===== src/rtl/siren_driver.sv =====
// Buzzer cadence generator: a trigger edge starts an episode of tone bursts and gaps,
// paced by the tick_lf strobe; tick_mf times the square-wave tone inside each burst.
module siren_driver #(
    parameter int ON_TICKS      = 200,
    parameter int OFF_TICKS     = 300,
    parameter int MAX_BEEPS     = 10,
    parameter int TONE_HALF     = 2,
    parameter int HOLDOFF_TICKS = 1000,
    parameter int CNT_W         = 16
) (
    input  logic       clk,
    input  logic       rst_n,
    input  logic       tick_mf,
    input  logic       tick_lf,
    input  logic       trigger,
    input  logic       silence,
    output logic       buzzer,
    output logic       alarm_active,
    output logic [7:0] beep_count
);

    localparam int TONE_W = (TONE_HALF > 1) ? $clog2(TONE_HALF) : 1;

    localparam logic [CNT_W-1:0]  ON_LAST   = CNT_W'(ON_TICKS - 1);
    localparam logic [CNT_W-1:0]  OFF_LAST  = CNT_W'(OFF_TICKS - 1);
    localparam logic [CNT_W-1:0]  HOLD_LAST = CNT_W'(HOLDOFF_TICKS - 1);
    localparam logic [TONE_W-1:0] TONE_LAST = TONE_W'(TONE_HALF - 1);
    localparam logic [7:0]        MAX_B     = 8'(MAX_BEEPS);
    localparam bit                LIMITED   = (MAX_BEEPS != 0);

    typedef enum logic [1:0] {
        ST_IDLE     = 2'd0,
        ST_BEEP_ON  = 2'd1,
        ST_BEEP_OFF = 2'd2,
        ST_HOLDOFF  = 2'd3
    } state_t;

    state_t            state_q,  state_d;
    logic [CNT_W-1:0]  phase_q,  phase_d;
    logic [TONE_W-1:0] tone_q,   tone_d;
    logic              buzzer_q, buzzer_d;
    logic              alarm_q,  alarm_d;
    logic [7:0]        count_q,  count_d;
    logic              trig_q,   sil_q;

    logic trig_rise;
    logic sil_rise;

    assign trig_rise = trigger & ~trig_q;
    assign sil_rise  = silence & ~sil_q;

    always_ff @(posedge clk or negedge rst_n) begin
        if (!rst_n) begin
            state_q  <= ST_IDLE;
            phase_q  <= '0;
            tone_q   <= '0;
            buzzer_q <= 1'b0;
            alarm_q  <= 1'b0;
            count_q  <= 8'd0;
            trig_q   <= 1'b0;
            sil_q    <= 1'b0;
        end else begin
            state_q  <= state_d;
            phase_q  <= phase_d;
            tone_q   <= tone_d;
            buzzer_q <= buzzer_d;
            alarm_q  <= alarm_d;
            count_q  <= count_d;
            trig_q   <= trigger;
            sil_q    <= silence;
        end
    end

    always_comb begin
        state_d  = state_q;
        phase_d  = phase_q;
        tone_d   = tone_q;
        buzzer_d = buzzer_q;
        count_d  = count_q;

        case (state_q)
            ST_IDLE: begin
                buzzer_d = 1'b0;
                if (trig_rise) begin
                    state_d = ST_BEEP_ON;
                    count_d = 8'd1;
                    phase_d = '0;
                    tone_d  = '0;
                end
            end

            ST_BEEP_ON: begin
                if (sil_rise) begin
                    state_d  = ST_HOLDOFF;
                    phase_d  = '0;
                    buzzer_d = 1'b0;
                end else begin
                    if (tick_mf) begin
                        if (tone_q == TONE_LAST) begin
                            tone_d   = '0;
                            buzzer_d = ~buzzer_q;
                        end else begin
                            tone_d = tone_q + TONE_W'(1);
                        end
                    end
                    // End of burst overrides a same-cycle tone toggle
                    if (tick_lf) begin
                        if (phase_q == ON_LAST) begin
                            state_d  = ST_BEEP_OFF;
                            phase_d  = '0;
                            buzzer_d = 1'b0;
                        end else begin
                            phase_d = phase_q + CNT_W'(1);
                        end
                    end
                end
            end

            ST_BEEP_OFF: begin
                buzzer_d = 1'b0;
                if (sil_rise) begin
                    state_d = ST_HOLDOFF;
                    phase_d = '0;
                end else if (tick_lf) begin
                    if (phase_q == OFF_LAST) begin
                        phase_d = '0;
                        if (LIMITED && (count_q == MAX_B)) begin
                            state_d = ST_IDLE;
                        end else begin
                            state_d = ST_BEEP_ON;
                            tone_d  = '0;
                            count_d = (count_q == 8'hFF) ? 8'hFF : count_q + 8'd1;
                        end
                    end else begin
                        phase_d = phase_q + CNT_W'(1);
                    end
                end
            end

            ST_HOLDOFF: begin
                buzzer_d = 1'b0;
                if (tick_lf) begin
                    if (phase_q == HOLD_LAST) begin
                        state_d = ST_IDLE;
                        phase_d = '0;
                    end else begin
                        phase_d = phase_q + CNT_W'(1);
                    end
                end
            end

            default: begin
                state_d  = ST_IDLE;
                phase_d  = '0;
                tone_d   = '0;
                buzzer_d = 1'b0;
            end
        endcase

        alarm_d = (state_d == ST_BEEP_ON) || (state_d == ST_BEEP_OFF);
    end

    assign buzzer       = buzzer_q;
    assign alarm_active = alarm_q;
    assign beep_count   = count_q;

endmodule


===== config.mk =====
export PLATFORM = sky130hd
export DESIGN_NAME = siren_driver
export DESIGN_NICKNAME = d
export VERILOG_FILES = /design/src/rtl/siren_driver.sv
export SDC_FILE = /design/constraint.sdc
export NUM_CORES = 1
export LEC_CHECK = 0
export ABC_CLOCK_PERIOD_IN_PS = 2200
export BUFFER_PORTS_ARGS = -buffer_cell sky130_fd_sc_hd__buf_2
export CORE_ASPECT_RATIO = 1.2
export CORE_MARGIN = 1.5
export CORE_UTILIZATION = 54
export CTS_CLUSTER_DIAMETER = 200
export DETAILED_ROUTE_END_ITERATION = 7
export HOLD_SLACK_MARGIN = 0.06
export PLACE_DENSITY_LB_ADDON = 0.3
export SLEW_MARGIN = 40
export SYNTH_ARGS = -nofsm -noshare
export SYNTH_HDL_FRONTEND = slang
export SYNTH_SLANG_ARGS = --single-unit

===== constraint.sdc =====
create_clock -name clk -period 2.2 [get_ports clk]
set_input_delay 0.11 -clock clk [delete_from_list [all_inputs] [get_ports clk]]
set_output_delay 0.11 -clock clk [all_outputs]
set_load 0.01 [all_outputs]

Word level (Yosys, flattened, before mapping)
Cells that the tools add are included.
{"block": "word_totals", "register_bits": 31, "latch_bits": 0, "ram_bits": 0, "mem_bits_ro": 0, "input_bits": 6, "out_inout_bits": 10, "elab_cells": 87, "n_memories": 0}
{"block": "classes", "addsub": 3, "multipliers": 0, "n_div": 0, "n_lt_le_gt_ge": 0, "eq_ne": 20, "n_shift": 0, "muxes": 43, "bitwise_logic": 5, "reduce_logical": 8}
{"operator": "2-to-1 mux 16 bit", "count": 9}
{"operator": "case mux 16 bit (4 select lines)", "count": 1}
{"operator": "2-to-1 mux 8 bit", "count": 6}
{"operator": "2-to-1 mux 2 bit", "count": 9}
{"operator": "adder 16 x 1 -> 16 bit, second input constant", "count": 1}
{"operator": "== test 16 x 10 -> 1 bit, second input constant", "count": 1}
{"operator": "== test 16 x 8 -> 1 bit, second input constant", "count": 1}
{"operator": "== test 16 x 9 -> 1 bit, second input constant", "count": 1}
{"operator": "!= test 2 bit, second input constant", "count": 8}
{"operator": "case mux 8 bit (2 select lines)", "count": 1}
{"operator": "2-to-1 mux 1 bit", "count": 14}
{"operator": "adder 8 x 1 -> 8 bit, second input constant", "count": 1}
{"operator": "== test 8 x 4 -> 1 bit, second input constant", "count": 1}
{"operator": "== test 8 bit, second input constant", "count": 1}
{"operator": "case mux 2 bit (4 select lines)", "count": 1}
{"operator": "AND reduction 8 bit", "count": 1}
{"operator": "== test 2 bit, second input constant", "count": 3}
{"operator": "!= test 3 bit, second input constant", "count": 2}
{"operator": "AND reduction 6 bit", "count": 1}
{"operator": "== test 2 x 1 -> 1 bit, second input constant", "count": 2}
{"operator": "AND reduction 4 bit", "count": 1}
{"operator": "inverter 1 bit", "count": 3}
{"operator": "case mux 1 bit (3 select lines)", "count": 1}
{"operator": "nonzero test 3 bit", "count": 1}
{"operator": "7 further kinds", "count": 8}

Logic depth before layout (Yosys ltp)
Gate-level depths: netlist of run 1.
{"block": "logic_depth", "ltp_word": 8, "depth_mapped": 8}

Least setup slack after synthesis of run 1
Ideal clock, no wire load.
{"block": "synth_path", "path_type": "reg2reg", "from": "reg phase_q[0]", "to": "reg count_q[0], in the netlist beep_count[0]", "setup_time_ns": 0.128, "arrival_time_ns": 1.969, "t_required_ns": 2.072, "slack_ns": 0.103, "stages_incl_launch_ff": 7, "n_path_buf": 0, "period_less_slack_ns": 2.097, "cell_sequence": "dfrtp_1 ha_1 or4b_4 nor3_2 a21oi_1 a2111oi_4 mux2_1"}
{"block": "synth_between", "elab_chain_len": 3}
{"element": "from (decl)", "line": "39", "rtl": "logic [CNT_W-1:0] phase_q, phase_d;"}
{"element": "from (signal assigned)", "line": "64", "rtl": "phase_q <= phase_d;"}
{"element": "== test 16 x 9 -> 1 bit", "line": "125", "rtl": "if (phase_q == OFF_LAST) begin"}
{"element": "!= test 2 bit (no source line)"}
{"element": "AND reduction 6 bit (no source line)"}
{"element": "to (signal assigned)", "line": "68", "rtl": "count_q <= count_d;"}
{"element": "to (decl)", "line": "43", "rtl": "logic [7:0] count_q, count_d;"}
Every way passes these cells.
A chain may end at the register's enable or synchronous reset.

Final worst setup path of run 1
Ends and elaborated chain as after synthesis.

==> results.yml, run 1 <==
yosys:
  synth-main-ff-cell: "dfrtp_1"
  synth_edf_count: 0
  ys.warnings.count: 0
  synth_area_per_cell_um2: 9.23
  synth_cell_types: 59
  synth_seq_cells: 31
  ys_seq_area_frac: 0.384
  syn_area_mm2: 0.00202
  syn_nets: 228
  syn_inst: 219
  async_flop_share: 1.00
sta:
  rsz0062_at_grt: "yes"
  timing.slew.headroom: 0.536
  fin_crit_sh: 0.945
  fin_skew_ns: 0.00481
  hold_violations: 0
  setup_viol: 0
  fin_setup_tns_ns: 0
  finalCriticalPeriod_ns: 2.08
  tightest_slew_ns: 0.696
  fmax_mhz: 481
  maxSlewViolCount: 0
clock_tree:
  cts_tree: "done"
  ctsHtreeMaxLevel: 2
  clk_latency_ns: 0.28
  clkTransAtPathRegs_ns: 0.07
  clock_path_buffers: 2
  cts_sinks: 31
  cts_buffers: 5
  root_buffer: "clkbuf_8"
setup_path:
  critPathRequiredTime_ns: 2.37
  r2r_setup_slack_ns: 0.12
  cp-start-kind: "register"
  r2r_start: "phase_q[0]"
  reg2reg_to: "beep_count[0]"
  critPathMaxStageDelay_ns: 0.51
  path_max_fanout: 4
  cpMaxStageDelayCell: "or4b_4"
  cp_top_family: "simple AND/OR/NAND/NOR gates"
  path_buf_inv: 0
  worstPathArrival_ns: 2.25
  endpoint_kind: "register"
  r2r_cells: 6
  critPathKind: "register to register"
  crit_chain: "ha_1, or4b_4, nor3_4, a21oi_1, a2111oi_4, mux2_1"
placed_design:
  dpl_cell_area_mm2: 0.00224
  port_buffers: 15
  placed_cells: 284
  place.gp.congestion: 0.816
  hpwl_um: 3300
global_routing:
  gr-total-overflow: 0
  grt.total_usage: 0.244
  grt_max_degree: 32
  grt_pass1_wl_um: 7820
  grt_pass1_vias: 1740
  antenna_found_initial: 0
floorplanning:
  start_util: 0.561
  die_h_um: 70.0
  rows: 24
  ios: 16
  die_w_um: 58.9
  die_area_mm2: 0.00412
  core_area_mm2: 0.00360
power_and_ir_drop:
  power.internal_mw: 1.39
  p_leak_nw: 1.05
  seqPwrFrac: 0.332
  cellPowerDensity_mw_per_mm2: 974
  clockPowerShare: 0.197
  p_sw_frac: 0.400
  p_switching_mw: 0.926
  vdd.ir_drop.worst_uv: 467
  total_power_mw: 2.31
  combPwrFrac: 0.471
route:
  via_per_inst: 6.15
  drt_iter0_markers: 101
  ant_nets: 0
  wl_per_cell_um: 15.8
  drc_errors: 0
  wirelength_um: 4660
  vias: 1815
  drtPass1Iterations: 4
hold_path:
  whs_path_depth: 4
  hp-start: "tick_mf"
  whs_endpoint: "buzzer"
  hold_class: "primary input to register"
layout:
  drive_gt1_frac: 0.227
  stdcell_area_mm2: 0.00238
  fillers: 302
  instances_no_fill: 295
  area_growth_pct: 17.5
  antennaDiodeCount: 0
  fin_nets: 265
flow_run:
  maxCapViolations: 0
outcome:
  status: "completed"
==> cell usage in the layout (no fill, tap or decap), types with 3 or more instances in the layout <==
cell type and count:
dfrtp_1 31, nand2_1 24, nor2_1 20, buf_4 18, buf_2 15, a21oi_1 11
nand3_1 9, inv_1 8, o21ai_0 8, and3_1 8, nand4_1 7, and2_1 6
clkbuf_8 6, nor3_1 5, nand2b_1 4, a221o_1 4, a31oi_1 3, a21o_1 3
mux2i_1 3, o211ai_1 3, o31ai_1 3, ha_1 3, dlygate4sd3_1 3
==> kinds of logic after synthesis <==
family,after synthesis,share of synthesized area
AO/OA/AOI/OAI,54,0.205
XOR/XNOR,3,0.0130
adder cells (fa/ha/maj),4,0.0235
buffers and inverters,14,0.0322
flip-flops,31,0.384
multiplexers,4,0.0204
AND/OR/NAND/NOR,109,0.322
==> routing by layer <==
layer	up-vias	share of wire	GRT usage
li1	898	-	-
met3	8	0.024	0.0574
met1	886	0.44	0.285
met2	23	0.52	0.428
met4	0	0.014	0.0783
met5	-	0	0
==> repair_timing <==
| item | CTS | global route |
|---|---|---|
| buffers inserted | 0 | 1 |
| hold buffers | 3 | 0 |
| endpoints found under the setup margin | 0 | 17 |
| hold endpoints to repair | 33 | 0 |
| resized for setup | 0 | 4 |
==> cell usage after synthesis, drive strengths merged, types with 2 or more instances <==
library cell,instances,area (µm²)
a221o,4,40.0
nor4,3,48.8
o311ai,3,26.3
inv,8,30.0
a31oi,3,18.8
mux2i,3,30.0
a2111oi,3,45.1
nand3,9,45.0
o21ai,9,45.0
nand2b,5,38.8
a211oi,2,25.0
nor3,7,45.0
dfrtp,31,776
xnor2,2,17.5
o31ai,3,22.5
nor3b,2,15.0
and4,2,17.5
clkbuf,2,7.51
a22o,2,17.5
nand2,24,90.1
and2,6,37.5
nor2b,2,12.5
a21oi,13,72.6
ha,3,37.5
o211ai,4,35.0
buf,4,27.5
and3,8,50.1
a21o,3,22.5
nor2,21,81.3
nand4,7,43.8
and4b,2,20.0
nor4b,3,32.5
or3,3,28.8
==> worst min-delay path: cells and delay by family <==
| kind | cells | cell delay [ns] |
|---|---|---|
| xor gates and xnor gates | 1 | 0.14 |
| buffers and inverters | 1 | 0.09 |
| AOI/OAI and AO/OA | 1 | 0.09 |
| and+or+nand+nor | 1 | 0.05 |
==> how the worst max path moves through the flow <==
stage / start / to / slack (ns) / cells past startpoint
final: phase_q[0] / beep_count[0] / 0.12 / 6
after global routing: phase_q[0] / beep_count[0] / -0.03 / 6
after CTS: phase_q[0] / beep_count[3] / 0.05 / 6
after detailed placement: phase_q[0] / beep_count[3] / 0.05 / 6
after global placement: phase_q[0] / phase_q[8] / 0.13 / 6
after floorplan: phase_q[0] / beep_count[0] / 0.10 / 6
==> flip-flops by register name (all words and copies together) (netlist names) <==
name          flops
alarm_active      1
beep_count        8
buzzer            1
phase_q          16
sil_q             1
state_q           2
tone_q            1
trig_q            1
==> power groups by stage <==
stage               clock network (mW)  logic (mW)  registers [mW]
finish                           0.456        1.09           0.768
global route                     0.492        1.21           0.779
CTS                              0.465        1.07           0.765
detailed placement                   0        1.06           0.774
global placement                     0        1.04           0.770
floorplan                            0       0.722           0.760
==> cell type report <==
cell class | instances | area (µm²) | area share
repair buffers | 36 | 240 | 0.101
clock inverters | 1 | 5.00 | 0.00211
clock buffers | 6 | 82.6 | 0.0348
well taps | 39 | 48.8 | 0.0205
flip-flops and latches | 31 | 776 | 0.326
inverters | 8 | 30.0 | 0.0126
multi-input cells | 174 | 1190 | 0.502
==> stage by stage <==
stage / util / worst slack (ns) / hold WS [ns]
finish: 0.659 / 0.121 / 0.237
global route: 0.659 / -0.0263 / 0.258
CTS: 0.654 / 0.0508 / 0.232
detailed placement: 0.621 / 0.0493 / 0.200
global placement: 0.621 / 0.127 / 0.190
floorplan: - / 0.103 / -0.186
Power figures use the tool's default switching activity.
==> run 2, diff against run 1 <==
Settings changed: ABC_AREA from default to 1.
==> run 2 against run 1 <==
Sequential cell count did not move. Maximum frequency rose by 15%. Die area rose by 5.2%.
==> results.yml, run 2 <==
yosys:
  synth_seq_cells: 31
  synth_compound_area_frac: 0.0727
  yosysTopAreaCellShare: 0.364
  yosysMostFrequentCell: "nand2_1"
  async_flop_share: 1.00
  synth-main-ff-cell: "dfrtp_1"
  synth-xor-area-share: 0.00411
  syn_inst: 328
  synthTopCellsByCount: "94 x nand2_1, 46 x nor2_1, 40 x inv_1"
  synthTopCellsByArea: "dfrtp_1 36%, nand2_1 17%, nor2_1 8.1%"
  synth_cell_types: 29
  synth_edf_count: 0
  synth_area_per_cell_um2: 6.50
  ys_seq_area_frac: 0.364
  synth_top_area_cell: "dfrtp_1"
  synth_fa_ha_area_frac: 0.0176
  synth-simple-area-share: 0.428
  syn_nets: 337
  synth_top_family_by_area: "simple AND/OR/NAND/NOR gates"
  synth_mux_area_frac: 0
  ys.warnings.count: 0
  syn_area_mm2: 0.00213
setup_path:
  critPathRequiredTime_ns: 2.37
  cp-start-kind: "register"
  worstPathArrival_ns: 1.98
  endpoint_kind: "register"
  path_max_fanout: 11
  critPathKind: "register to register"
global_routing:
  grt.total_usage: 0.242
  grt_pass1_vias: 1905
  antenna_found_initial: 0
  gr-total-overflow: 0
  grt_pass1_wl_um: 8060
  grt_max_degree: 32
route:
  drtPass1Iterations: 4
  drt_iter0_markers: 156
  drc_errors: 0
  wl_per_cell_um: 11.5
  via_per_inst: 5.24
  ant_nets: 0
  vias: 2108
  wirelength_um: 4640
hold_path:
  hold_class: "primary input to register"
sta:
  maxSlewViolCount: 0
  setup_viol: 0
  tightest_slew_ns: 0.694
  finalCriticalPeriod_ns: 1.81
  timing.slew.headroom: 0.537
  fin_setup_tns_ns: 0
  hold_violations: 0
  timing.hold.ws_ns: 0.203
  fin_crit_sh: 0.822
  fin_skew_ns: 0.00691
  fmax_mhz: 553
  rsz0062_at_grt: "no"
floorplanning:
  core_area_mm2: 0.00369
  start_util: 0.578
  ios: 16
  die_area_mm2: 0.00434
  rows: 24
  die_h_um: 71.9
  die_w_um: 60.4
clock_tree:
  ctsResizeCount: 0
  root_buffer: "clkbuf_8"
  ctsHtreeMaxLevel: 2
  clkTransAtPathRegs_ns: 0.07
  cts_sinks: 31
  cts_tree: "done"
  cts_buffers: 5
  clock_path_buffers: 2
  clk_latency_ns: 0.28
layout:
  layout_common_cells: "94 x nand2_1, 46 x nor2_1, 40 x inv_1"
  fin_nets: 359
  multiInputGateArea_mm2: 0.00111
  fillers: 344
  area_growth_pct: 10.7
  antennaDiodeCount: 0
  drive_gt1_frac: 0.140
  seq_area_um2: 776
  regMostFlops: "phase_q"
  largest_reg_flops: 16
  layout_commonest_cell: "nand2_1"
placed_design:
  place.gp.congestion: 0.909
  port_buffers: 15
  hpwl_um: 3450
power_and_ir_drop:
  p_leak_nw: 1.22
  cellPowerDensity_mw_per_mm2: 933
  vdd.ir_drop.worst_uv: 589
outcome:
  status: "completed"
flow_run:
  maxCapViolations: 0
[run 2: cell count changes after synthesis, sizes merged, moves of 5 or more]
cell,delta
o21ai,+7
inv,+47
nor2,+30
nand4,+5
a21oi,-8
nand2,+71
nand3,+25
and3,-8
nand2b,-5
and2,-5
[run 2: final cells by class]
cell class | instances | area share
Timing Repair Buffer | 18 | 0.0445
Sequential cell | 31 | 0.329
Tap cell | 52 | 0.0276
Multi-Input combinational cell | 238 | 0.472
Clock buffer | 6 | 0.0350
Inverter | 56 | 0.0901
Clock inverter | 1 | 0.00212
[run 2: worst paths after layout]
kind | startpoint | endpoint | slack [ns] | cells past startpoint
setup / recovery | phase_q[1] | phase_q[11] | 0.39 | 8
hold / removal | tick_mf | buzzer | 0.20 | 5
setup reg to reg | phase_q[1] | phase_q[11] | 0.39 | 8
hold reg to reg | tone_q | tone_q | 0.54 | 2
max in group asynchronous | rst_n | phase_q[12] | 1.36 | 2
min in group asynchronous | rst_n | beep_count[3] | 0.39 | 2
[run 2: layer usage]
layer	routed length [µm]	global-route usage	up-vias
met2	2300	0.395	45
li1	-	-	1080
met1	2090	0.298	975
met3	157	0.0650	8
met5	0	0	-
met4	87	0.0938	0
[run 2: repair_timing]
| item | in CTS | in global routing |
|---|---|---|
| buffers inserted | 0 | 0 |
| endpoints found under the hold margin | 33 | 0 |
| hold buffers | 3 | 0 |
| setup endpoints to repair | 0 | 0 |
[run 2: kinds of logic (layout without fill, tap and decap cells)]
family,Yosys count,in the layout
adders and majority gates,3,3
and+or+nand+nor,207,207
buffers and inverters,59,81
AOI/OAI and AO/OA,27,27
xor gates and xnor gates,1,1
DFF,31,31
[run 2: critical path, cell delays in order, from the launching register on]
cell and delay, ns:
dfrtp_1 0.39, ha_1 0.26, nand3_1 0.14, nor2_2 0.19, nand2_1 0.10, nand3_1 0.12
nand4_2 0.28, nand3_1 0.18, inv_2 0.04
[run 2: through the flow]
step | cells | total power, mW | util | setup WS [ns] | area, µm²
after floorplan | 328 | 1.55 | - | 0.688 | 2130
after global placement | 392 | 1.72 | 0.607 | 0.415 | 2240
after detailed placement | 392 | 1.74 | 0.607 | 0.411 | 2240
after CTS | 402 | 2.21 | 0.639 | 0.374 | 2360
after global routing | 402 | 2.40 | 0.639 | 0.192 | 2360
final | 402 | 2.20 | 0.639 | 0.392 | 2360
[run 2: where the power goes]
group / internal [mW] / switching, mW / leakage [nW]
logic: 0.312 / 0.629 / 0.766
clock network: 0.245 / 0.216 / 0.0470
registers: 0.675 / 0.126 / 0.411
==> run 3, diff against run 2 <==
Settings changed: ABC_AREA 1 to 0, ABC_CLOCK_PERIOD_IN_PS 2200 to 1650.
Clock period 2.2 ns to 1.65 ns, I/O delays scaled along.
==> run 3 against run 2 <==
The flow now finishes with violations (setup timing). Sequential cell count unchanged. Clock power increased by 72%. Clock skew down 0.0022 ns. Maximum frequency decreased by 12%. Critical path depth fell by 2. Worst setup slack lost 0.80 ns. Critical path type unchanged. Largest cell class unchanged. Highest routed layer unchanged.
==> results.yml, run 3 (synthesis results as in run 1) <==
global_routing:
  grt.total_usage: 0.304
  grt_pass1_vias: 2193
  grt_max_degree: 32
  antenna_found_initial: 0
  grt_pass1_wl_um: 9620
  gr-total-overflow: 0
setup_path:
  critPathRequiredTime_ns: 1.82
  crit_chain: "ha_2, or4b_4, nor3_4, a21o_1, o211ai_4, a221o_1"
  worstPathArrival_ns: 2.23
  path_buf_inv: 0
  cp_top_family: "simple AND/OR/NAND/NOR gates"
  critPathMaxStageDelay_ns: 0.51
  path_max_fanout: 5
  cp-start-kind: "register"
  cpMaxStageDelayCell: "or4b_4"
  critPathKind: "register to register"
  endpoint_kind: "register"
sta:
  rsz0062_at_grt: "yes"
  setup_viol: 28
  maxSlewViolCount: 0
  tightest_slew_ns: 0.695
  timing.slew.headroom: 0.537
  fin_crit_sh: 1.24
  finalCriticalPeriod_ns: 2.05
  fmax_mhz: 487
  timing.hold.ws_ns: 0.208
  finalWorstSetupSlack_ns: -0.404
  hold_violations: 0
  fin_skew_ns: 0.00473
layout:
  instances_no_fill: 342
  largest_reg_flops: 16
  antennaDiodeCount: 0
  area_growth_pct: 40.9
  final_util: 0.791
  layout_common_cells: "61 x buf_4, 31 x dfrtp_1, 24 x nand2_1"
  regMostFlops: "phase_q"
  fin_nets: 311
  stdcell_area_mm2: 0.00285
  drive_gt1_frac: 0.380
  layout_commonest_cell: "buf_4"
power_and_ir_drop:
  p_leak_nw: 1.33
  vdd.ir_drop.worst_uv: 907
  cellPowerDensity_mw_per_mm2: 1350
floorplanning:
  die_area_mm2: 0.00412
  ios: 16
  core_area_mm2: 0.00360
  die_w_um: 58.9
  die_h_um: 70.0
  rows: 24
  start_util: 0.561
route:
  via_per_inst: 6.12
  drc_errors: 0
  drtPass1Iterations: 4
  wl_per_cell_um: 17.0
  vias: 2092
  drt_iter0_markers: 168
  ant_nets: 0
  wirelength_um: 5820
clock_tree:
  clkTransAtPathRegs_ns: 0.07
  ctsHtreeMaxLevel: 2
  clk_latency_ns: 0.29
  cts_buffers: 5
  cts_sinks: 31
  cts_tree: "done"
  root_buffer: "clkbuf_8"
  clock_path_buffers: 2
flow_run:
  maxCapViolations: 0
outcome:
  status: "finished with violations"
  violations: "setup timing"
placed_design:
  place.gp.congestion: 0.877
  placed_cells: 327
  port_buffers: 15
  dpl_cell_area_mm2: 0.00258
  hpwl_um: 3750
hold_path:
  hold_class: "primary input to register"
-- run 3: cell types whose count changed in the layout (fill, tap and decap cells not counted), sizes merged, moves of 25 or more --
| cell | before | now |
|---|---|---|
| nand3 | 34 | 9 |
| inv | 55 | 8 |
| nand2 | 95 | 24 |
| buf | 15 | 79 |
| nor2 | 51 | 21 |
-- run 3: report_power, final --
part           leakage, nW  internal, mW  switching (mW)
Clock               0.0612         0.488           0.303
Sequential           0.414         0.891          0.0890
Combinational        0.854         0.968            1.11
Total                 1.33          2.35            1.51
-- run 3: worst paths after layout --
| check | slack (ns) | endpoint | from | depth (start not counted) |
|---|---|---|---|---|
| max | -0.40 | beep_count[5] | phase_q[0] | 6 |
| min | 0.21 | buzzer | tick_mf | 4 |
| max reg2reg | -0.40 | beep_count[5] | phase_q[0] | 6 |
| min reg2reg | 0.58 | tone_q | tone_q | 1 |
| max in group asynchronous | 0.82 | phase_q[14] | rst_n | 2 |
| min in group asynchronous | 0.37 | beep_count[3] | rst_n | 2 |
-- run 3: final cells by class --
cell class	instances	area, µm²
Clock buffer	6	82.6
Clock inverter	2	35.0
Fill cell	225	754
Inverter	8	30.0
Multi-Input combinational cell	174	1270
Sequential cell	31	776
Tap cell	39	48.8
Timing Repair Buffer	82	606
-- run 3: worst register-to-register path, delay by kind of cell, from the launching register on --
family | cells | cell delay [ns]
AO/OA/AOI/OAI | 3 | 0.67
adder cells (fa/ha/maj) | 1 | 0.18
flip-flops | 1 | 0.36
AND/OR/NAND/NOR | 2 | 0.73
-- run 3: metal layers --
metal / global-route usage / vias to the layer above / share of wire
met4: 0.164 / 0 / 0.037
met5: 0 / - / 0
li1: - / 992 / -
met1: 0.333 / 995 / 0.39
met2: 0.528 / 79 / 0.54
met3: 0.0648 / 26 / 0.039
-- run 3: per-stage QoR --
step	power, mW	setup WS [ns]	TNS [ns]
3_5_place_dp	2.76	-0.422	-9.28
3_3_place_gp	2.72	-0.370	-8.03
4_1_cts	3.73	-0.401	-8.76
6_report	3.85	-0.404	-9.42
2_1_floorplan	1.98	-0.429	-8.94
5_1_grt	4.05	-0.481	-11.40
-- run 3: what timing repair did --
action                                 in CTS  in global routing
endpoints found under the hold margin      33                  0
hold buffers                                3                  0
pin swaps                                   9                  1
gates resized for setup                    21                  4
setup endpoints to repair                  28                 29
buffers inserted                            4                  1
